--- src/rtl/c28soi_pm_control_lr_async_promip_access_master.sv ---
// Serial access master for the PM_CONTROL_LR_ASYNC promip register chain.
// Turns word-level host read/write requests into select/capture/shift/update/write sequences.
module c28soi_pm_control_lr_async_promip_access_master #(
    parameter int CTRL_LEN = 16,
    parameter int REF_LEN  = 32,
    parameter int STAT_LEN = 32
) (
    input  logic        clk,
    input  logic        rst_n,
    input  logic        req_valid,
    output logic        req_ready,
    input  logic        req_write,
    input  logic [1:0]  req_addr,
    input  logic [31:0] req_wdata,
    output logic        rsp_valid,
    input  logic        rsp_ready,
    output logic [31:0] rsp_rdata,
    output logic        rsp_err,
    output logic        serial_out,
    input  logic        sensor_ctrl_so,
    input  logic        ref_counter_so,
    input  logic        sensor_status_so,
    output logic        sensor_ctrl_select,
    output logic        ref_counter_select,
    output logic        sensor_status_select,
    output logic        capture,
    output logic        shift,
    output logic        update,
    output logic        write
);

    typedef enum logic [2:0] {
        S_IDLE,
        S_CAPTURE,
        S_SHIFT,
        S_UPDATE,
        S_RESP
    } state_t;

    localparam logic [5:0] L_CTRL = 6'(CTRL_LEN);
    localparam logic [5:0] L_REF  = 6'(REF_LEN);
    localparam logic [5:0] L_STAT = 6'(STAT_LEN);

    state_t      r_state, w_state;
    logic        r_write_op, w_write_op;
    logic [1:0]  r_addr, w_addr;
    logic [31:0] r_wdata, w_wdata;
    logic [5:0]  r_cnt, w_cnt;
    logic [31:0] r_shreg, w_shreg;

    logic        r_req_ready, w_req_ready;
    logic        r_rsp_valid, w_rsp_valid;
    logic [31:0] r_rsp_rdata, w_rsp_rdata;
    logic        r_rsp_err, w_rsp_err;
    logic        r_serial_out, w_serial_out;
    logic [2:0]  r_sel, w_sel;
    logic        r_capture, w_capture;
    logic        r_shift, w_shift;
    logic        r_update, w_update;
    logic        r_write, w_write;

    logic [5:0]  w_len;
    logic        w_so;
    logic [2:0]  w_sel_cur;

    always_comb begin
        w_len = L_STAT;
        w_so  = sensor_status_so;
        case (r_addr)
            2'd0: begin w_len = L_CTRL; w_so = sensor_ctrl_so; end
            2'd1: begin w_len = L_REF;  w_so = ref_counter_so; end
            default: begin w_len = L_STAT; w_so = sensor_status_so; end
        endcase
    end

    assign w_sel_cur = 3'b001 << r_addr;

    // Outputs are computed one cycle ahead so every pin comes straight from a flop.
    always_comb begin
        w_state      = r_state;
        w_write_op   = r_write_op;
        w_addr       = r_addr;
        w_wdata      = r_wdata;
        w_cnt        = r_cnt;
        w_shreg      = r_shreg;
        w_req_ready  = 1'b0;
        w_rsp_valid  = 1'b0;
        w_rsp_rdata  = 32'd0;
        w_rsp_err    = 1'b0;
        w_serial_out = 1'b0;
        w_sel        = 3'b000;
        w_capture    = 1'b0;
        w_shift      = 1'b0;
        w_update     = 1'b0;
        w_write      = 1'b0;
        case (r_state)
            S_IDLE: begin
                w_req_ready = 1'b1;
                if (req_valid) begin
                    w_req_ready = 1'b0;
                    w_write_op  = req_write;
                    w_addr      = req_addr;
                    w_wdata     = req_wdata;
                    w_cnt       = 6'd0;
                    w_shreg     = 32'd0;
                    if (req_addr == 2'd3 || (req_write && req_addr == 2'd2)) begin
                        w_state     = S_RESP;
                        w_rsp_valid = 1'b1;
                        w_rsp_err   = 1'b1;
                    end else if (req_write) begin
                        w_state      = S_SHIFT;
                        w_shift      = 1'b1;
                        w_sel        = 3'b001 << req_addr;
                        w_serial_out = req_wdata[0];
                    end else begin
                        w_state   = S_CAPTURE;
                        w_capture = 1'b1;
                        w_sel     = 3'b001 << req_addr;
                    end
                end
            end
            S_CAPTURE: begin
                w_state = S_SHIFT;
                w_shift = 1'b1;
                w_sel   = w_sel_cur;
            end
            S_SHIFT: begin
                if (!r_write_op) begin
                    w_shreg[r_cnt[4:0]] = w_so;
                end
                if (r_cnt == w_len - 6'd1) begin
                    if (r_write_op) begin
                        w_state  = S_UPDATE;
                        w_update = 1'b1;
                        w_write  = 1'b1;
                        w_sel    = w_sel_cur;
                    end else begin
                        w_state     = S_RESP;
                        w_rsp_valid = 1'b1;
                        w_rsp_rdata = w_shreg;
                    end
                end else begin
                    w_cnt        = r_cnt + 6'd1;
                    w_shift      = 1'b1;
                    w_sel        = w_sel_cur;
                    w_serial_out = r_write_op & r_wdata[w_cnt[4:0]];
                end
            end
            S_UPDATE: begin
                w_state     = S_RESP;
                w_rsp_valid = 1'b1;
            end
            S_RESP: begin
                w_rsp_valid = 1'b1;
                w_rsp_rdata = r_rsp_rdata;
                w_rsp_err   = r_rsp_err;
                if (rsp_ready) begin
                    w_state     = S_IDLE;
                    w_rsp_valid = 1'b0;
                    w_rsp_rdata = 32'd0;
                    w_rsp_err   = 1'b0;
                    w_req_ready = 1'b1;
                end
            end
            default: begin
                w_state     = S_IDLE;
                w_req_ready = 1'b1;
            end
        endcase
    end

    always_ff @(posedge clk or negedge rst_n) begin
        if (!rst_n) begin
            r_state      <= S_IDLE;
            r_write_op   <= 1'b0;
            r_addr       <= 2'd0;
            r_wdata      <= 32'd0;
            r_cnt        <= 6'd0;
            r_shreg      <= 32'd0;
            r_req_ready  <= 1'b1;
            r_rsp_valid  <= 1'b0;
            r_rsp_rdata  <= 32'd0;
            r_rsp_err    <= 1'b0;
            r_serial_out <= 1'b0;
            r_sel        <= 3'b000;
            r_capture    <= 1'b0;
            r_shift      <= 1'b0;
            r_update     <= 1'b0;
            r_write      <= 1'b0;
        end else begin
            r_state      <= w_state;
            r_write_op   <= w_write_op;
            r_addr       <= w_addr;
            r_wdata      <= w_wdata;
            r_cnt        <= w_cnt;
            r_shreg      <= w_shreg;
            r_req_ready  <= w_req_ready;
            r_rsp_valid  <= w_rsp_valid;
            r_rsp_rdata  <= w_rsp_rdata;
            r_rsp_err    <= w_rsp_err;
            r_serial_out <= w_serial_out;
            r_sel        <= w_sel;
            r_capture    <= w_capture;
            r_shift      <= w_shift;
            r_update     <= w_update;
            r_write      <= w_write;
        end
    end

    assign req_ready            = r_req_ready;
    assign rsp_valid            = r_rsp_valid;
    assign rsp_rdata            = r_rsp_rdata;
    assign rsp_err              = r_rsp_err;
    assign serial_out           = r_serial_out;
    assign sensor_ctrl_select   = r_sel[0];
    assign ref_counter_select   = r_sel[1];
    assign sensor_status_select = r_sel[2];
    assign capture              = r_capture;
    assign shift                = r_shift;
    assign update               = r_update;
    assign write                = r_write;

endmodule

--- config.mk ---
export PLATFORM = sky130hd
export DESIGN_NAME = c28soi_pm_control_lr_async_promip_access_master
export DESIGN_NICKNAME = d
export VERILOG_FILES = /design/src/rtl/c28soi_pm_control_lr_async_promip_access_master.sv
export SDC_FILE = /design/constraint.sdc
export NUM_CORES = 1
export LEC_CHECK = 0
export CAP_MARGIN = 20
export CELL_PAD_IN_SITES_DETAIL_PLACEMENT = 1
export CELL_PAD_IN_SITES_GLOBAL_PLACEMENT = 2
export CORE_MARGIN = 2
export CORE_UTILIZATION = 43
export DETAILED_ROUTE_END_ITERATION = 10
export DONT_BUFFER_PORTS = 1
export GPL_TIMING_DRIVEN = 0
export PLACE_DENSITY = 0.89
export SLEW_MARGIN = 20
export SYNTH_ARGS = -nofsm -noshare
export SYNTH_HDL_FRONTEND = slang
export SYNTH_SLANG_ARGS = --single-unit
--- constraint.sdc ---
create_clock -name clk -period 6.2 [get_ports clk]
set_input_delay 0.93 -clock clk [delete_from_list [all_inputs] [get_ports clk]]
set_output_delay 0.93 -clock clk [all_outputs]
set_load 0.1 [all_outputs]
# Word level (Yosys, flattened, before mapping)
# Index checks and enable logic that the tools add are counted.
[word_totals]
elab_cells = 103
in_bits = 42
reg_bits = 118
output_inout_bits = 43
[op_classes]
n_bitwise = 1
n_lt_le_gt_ge = 3
shift = 2
muxes = 57
eq_ne = 12
add_sub_neg = 2
n_reduce_logical = 11
[ops]
columns = ["op", "n"]
rows = [
  ["32-bit 2-to-1 mux", 5],
  ["32-bit case mux with 2 select lines", 2],
  ["32-bit bitwise mux", 1],
  ["3-bit 2-to-1 mux", 9],
  ["1-bit 2-to-1 mux", 25],
  ["6-bit 2-to-1 mux", 3],
  ["3-bit case mux with 5 select lines", 1],
  ["5-bit by 6-bit < comparator with 1-bit output (second input constant)", 2],
  ["6-bit case mux with 2 select lines", 1],
  ["3-bit case mux with 3 select lines", 1],
  ["2-bit != test (second input constant)", 4],
  ["6-bit by 1-bit adder with 6-bit output (second input constant)", 1],
  ["3-bit by 2-bit equality test with 1-bit output (second input constant)", 2],
  ["6-bit equality test", 1],
  ["1-bit case mux with 2 select lines", 3],
  ["1-bit case mux with 3 select lines", 2],
  ["3-bit AND reduction", 2],
  ["1-bit by 2-bit << shifter with 3-bit output (first input constant)", 2],
  ["6-bit by 1-bit subtractor with 6-bit output (second input constant)", 1],
  ["1-bit binary-select mux with 5-bit select", 1],
  ["1-bit demux with 5-bit select", 1],
  ["5-bit by 1-bit >= comparator with 1-bit output (second input constant)", 1],
  ["2-bit equality test (second input constant)", 2],
  ["1-bit case mux with 4 select lines", 1],
  ["12 further kinds", 14],
]

# Logic depth before layout (Yosys ltp)
[logic_depth]
ltp_word = 9
mapped_depth = 9
ltp_nobuf = 7

# Worst setup path before layout
# No wires, ideal clock.
[synth_timing]
path_type = "register to register"
start = "register r_cnt[0]"
end = "register r_serial_out, in the netlist serial_out"
path_buffers = 2
t_arrival_ns = 2.141
stages_incl_launch_ff = 10
synth_period_minus_slack_ns = 2.271
setup_time_ns = 0.130
setup_slack_ns = 3.929
path_cell_list = "dfrtp_1 -> buf_2 -> inv_1 -> ha_1 -> buf_1 -> mux4_2 -> mux2i_1 -> mux2i_1 -> a41oi_1 -> o31ai_1"
[synth_between]
elab_chain_len = 6
word_cells_on_any_way = 7
cone_classes = "1 x add/sub; 1 x eq/ne; 4 x mux; 1 x bitwise"
[synth_lines]
columns = ["item", "line_no", "text"]
rows = [
  ["from (decl)", "48", "logic [5:0] r_cnt, w_cnt;"],
  ["from (signal assigned)", "195", "r_cnt <= w_cnt;"],
  ["6-bit by 1-bit adder with 6-bit output", "143", "w_cnt = r_cnt + 6'd1;"],
  ["1-bit binary-select mux with 5-bit select", "146", "w_serial_out = r_write_op & r_wdata[w_cnt[4:0]];"],
  ["1-bit 2-to-1 mux (implied by the code)", "146", ""],
  ["1-bit AND", "146", ""],
  ["1-bit 2-to-1 mux *", "131", "if (r_cnt == w_len - 6'd1) begin"],
  ["1-bit case mux with 2 select lines *", "96", "case (r_state)"],
  ["net w_serial_out", "55", "logic r_serial_out, w_serial_out;"],
  ["to (signal assigned)", "201", "r_serial_out <= w_serial_out;"],
  ["to (decl)", "55", ""],
]
# The timed path passes the listed nets; every way through them passes the cells marked *. The select of a mux whose other input is x is not followed.
# A chain may end at the register's enable or synchronous reset.

# Final worst setup path
# Same ends and word-level chain as after synthesis.

==> summary.md <==
| Metric | Value |
|---|---|
| Synth warnings | `0` |
| Tightest Hold Check Type | `input port to asynchronous set/reset pin` |
| Comb pwr share | `0.329` |
| Status | `complete, no violations` |
| Seq pwr share | `0.387` |
| Crit path launch type | `flop` |
| Max-capacitance violation count | `0` |
| Routability congestion estimate from global placement | `0.816` |
| Critical path class | `flop to flop` |
| Final Cycle Share | `0.464` |
| Layout cells sized above 1 | `0.0887` |
| CTS H-Tree Depth | `4` |
| Slew Limit Fails | `0` |
| Residual DRC | `0` |
| Peak supply drop | `0.216 mV` |
| Number of global-route vias before repair | `4563` |
| Top Ports | `85` |
| GR Util met3 | `0.0577` |
| Initial antenna violation count | `0` |
| TritonCTS buffer count | `17` |
| Most frequent cells in the layout | `nand2_1, dfrtp_1, nor2_1` |
| Worst endpoint required time | `6.47 ns` |
| Net Sw Power | `1230 uW` |
| Pleak | `0.00320 uW` |
| Detail Route Antenna Nets | `0` |
| Global Route Usage Sum | `0.226` |
| Crit-path max FO | `10` |
| Crit path time final | `2.88 ns` |
| Hold Vio Cnt, Final | `0` |
| Global-route wire length before repair | `24500 microns` |
| Slew HR | `0.368` |
| Largest net degree at the start of global routing | `119` |
| Mapped Cells | `555` |
| Worst Tran Pin Value | `0.948 ns` |
| Post-CTS sizing | `0` |
| Clock root buffer | `clkbuf_16` |
| Total power | `3060 uW` |
| GRT met1 Usage | `0.308` |
| Post-synth cell types | `46` |
| Filler instances | `1422` |
| Syn Std Cell Area | `5540 sq um` |
| N_diodes | `0` |
| FF+latch count, synth | `118` |
| Syn Area/Cell | `9.97 sq um` |
| Routed vias | `4276` |
| DP HPWL | `9990 microns` |
| Die area | `13800 sq um` |
| CTS hold repair buffers | `0` |
| Site row count | `41` |
| Final Setup Violations | `0` |
| Clock power frac | `0.284` |
| Worst endpoint data arrival time | `3.15 ns` |
| PortBufs | `0` |
| Synth Net Count | `601` |
| RSZ-0062 raised after global routing | `false` |
| CTS max path bufs | `2` |
| Iter 0 DRT Violations | `234` |
| Remaining Overflow, GRT | `0` |
| Worst Skew | `0.0129 ns` |
| GRT busiest layer | `met2` |
| Initial Util | `0.439` |
| Number of nets in the layout | `621` |
| TNS Setup | `0 ns` |
| Pwr/cell area | `487 nW/um^2` |
| Internal | `1830 uW` |
| Fmax | `348 MHz` |
| DRT Pass-1 Iters | `4` |
| Sequential share of the synthesized area | `0.534` |
| Core box area | `12600 sq um` |
| Reg clk slew, reported paths | `0.05 ns` |
| Routed vias/inst | `5.64` |
| Worst setup EP type | `flop` |
| Post-synth EDFFs | `0` |
| Die H | `117 microns` |
| Switching Fraction | `0.403` |
| Most used DFF post-synth | `dfrtp_1` |
| WL/cell | `19.4 microns` |
| Chip Width | `117 microns` |
| Area growth syn-to-layout | `13.5%` |
| Setup Buffers After CTS | `0` |
| TritonCTS clock tree | `built` |
| Commonest non-fill, non-tap cell in the layout | `nand2_1` |
| Drt total wl | `14700 microns` |
| Clock Sinks | `118` |
| Ys async rst share | `1.00` |
| Clk_lat worst skew | `0.42 ns` |
| Met2 Use GR | `0.352` |
power by group through the flow:
stage	logic [uW]	registers, uW	clock network, uW
after floorplan	727	1160	0
after global placement	955	1180	0
after detailed placement	999	1200	0
after CTS	1010	1190	883
after global routing	1130	1210	919
final	1010	1180	870
registers in the layout, indices dropped and copies added, names as in the netlist, 2 cells and up:
name and cells:
r_addr 2, r_cnt 6, r_sel 3, r_shreg 32
r_state 3, r_wdata 32, rsp_rdata 32
logic make-up after synthesis:
kind of cell	count (synthesis)	share of synthesized area
XOR/XNOR	3	0.00475
buffers and inverters	40	0.0341
adder cells (fa/ha/maj)	4	0.00904
flip-flops	118	0.534
multiplexers	34	0.0800
AO/OA/AOI/OAI	128	0.163
AND/OR/NAND/NOR	228	0.176
Yosys cell counts, types with 2 or more instances:
cell	number	share of area
buf_1	3	0.0020
nand3b_1	3	0.0041
mux2i_1	24	0.043
dfrtp_1	117	0.53
nor4b_1	2	0.0032
mux4_2	8	0.033
o21bai_1	3	0.0041
nor3_1	3	0.0027
nand2_1	145	0.098
nor2_1	48	0.033
o21ai_0	22	0.020
ha_1	4	0.0090
a41oi_1	2	0.0032
inv_1	3	0.0020
nand2b_1	5	0.0057
nor3b_1	3	0.0041
nor2b_1	7	0.0079
a22o_1	33	0.052
clkbuf_1	25	0.017
buf_2	4	0.0036
buf_6	4	0.0081
and3_1	2	0.0023
xor2_1	2	0.0032
a21o_1	32	0.043
nand3_1	4	0.0036
o31ai_1	2	0.0027
mux2_2	2	0.0041
a21oi_1	25	0.023
cell type report:
cell class,count,area [sq um],share of cell area
Sequential cell,118,2950,0.470
Multi-Input combinational cell,397,2400,0.382
Clock buffer,26,489,0.0779
Tap cell,172,215,0.0343
Buffer,37,178,0.0283
Clock inverter,4,22.5,0.00358
Timing Repair Buffer,1,11.3,0.00179
Inverter,3,11.3,0.00179
per-stage QoR:
step / area [sq um] / cells / hold WS [ns] / setup WS, ns / util
after floorplan: 5540 / 555 / 0.440 / 3.93 / -
after global placement: 5750 / 727 / 0.451 / 3.27 / 0.456
after detailed placement: 5770 / 728 / 0.463 / 3.31 / 0.457
after CTS: 6280 / 758 / 0.197 / 3.29 / 0.498
after global routing: 6280 / 758 / 0.194 / 3.04 / 0.498
final: 6280 / 758 / 0.206 / 3.32 / 0.498
critical path, cell delays in order, from the launching register on:
cell	delay [ns]
dfrtp_1	0.49
buf_2	0.38
inv_1	0.11
ha_1	0.29
buf_1	0.42
mux4_2	0.41
mux2i_1	0.15
mux2i_1	0.11
a41oi_1	0.23
o31ai_1	0.13
routing by layer:
layer | wire length (microns) | part of all wire
met4 | 291 | 0.020
met3 | 794 | 0.054
met5 | 0 | 0
met1 | 6740 | 0.46
met2 | 6910 | 0.47
final timing paths:
path | end | cells after the start | slack [ns] | start
worst max-delay path | serial_out | 9 | 3.32 | r_cnt[0]
worst min-delay path | r_wdata[16] | 0 | 0.21 | rst_n
worst max register to register | serial_out | 9 | 3.32 | r_cnt[0]
worst min register to register | r_shreg[25] | 1 | 0.47 | r_shreg[25]
max in group asynchronous | req_ready | 0 | 5.79 | rst_n
min in group clk | r_shreg[25] | 1 | 0.47 | r_shreg[25]
Power figures use the tool's default switching activity.
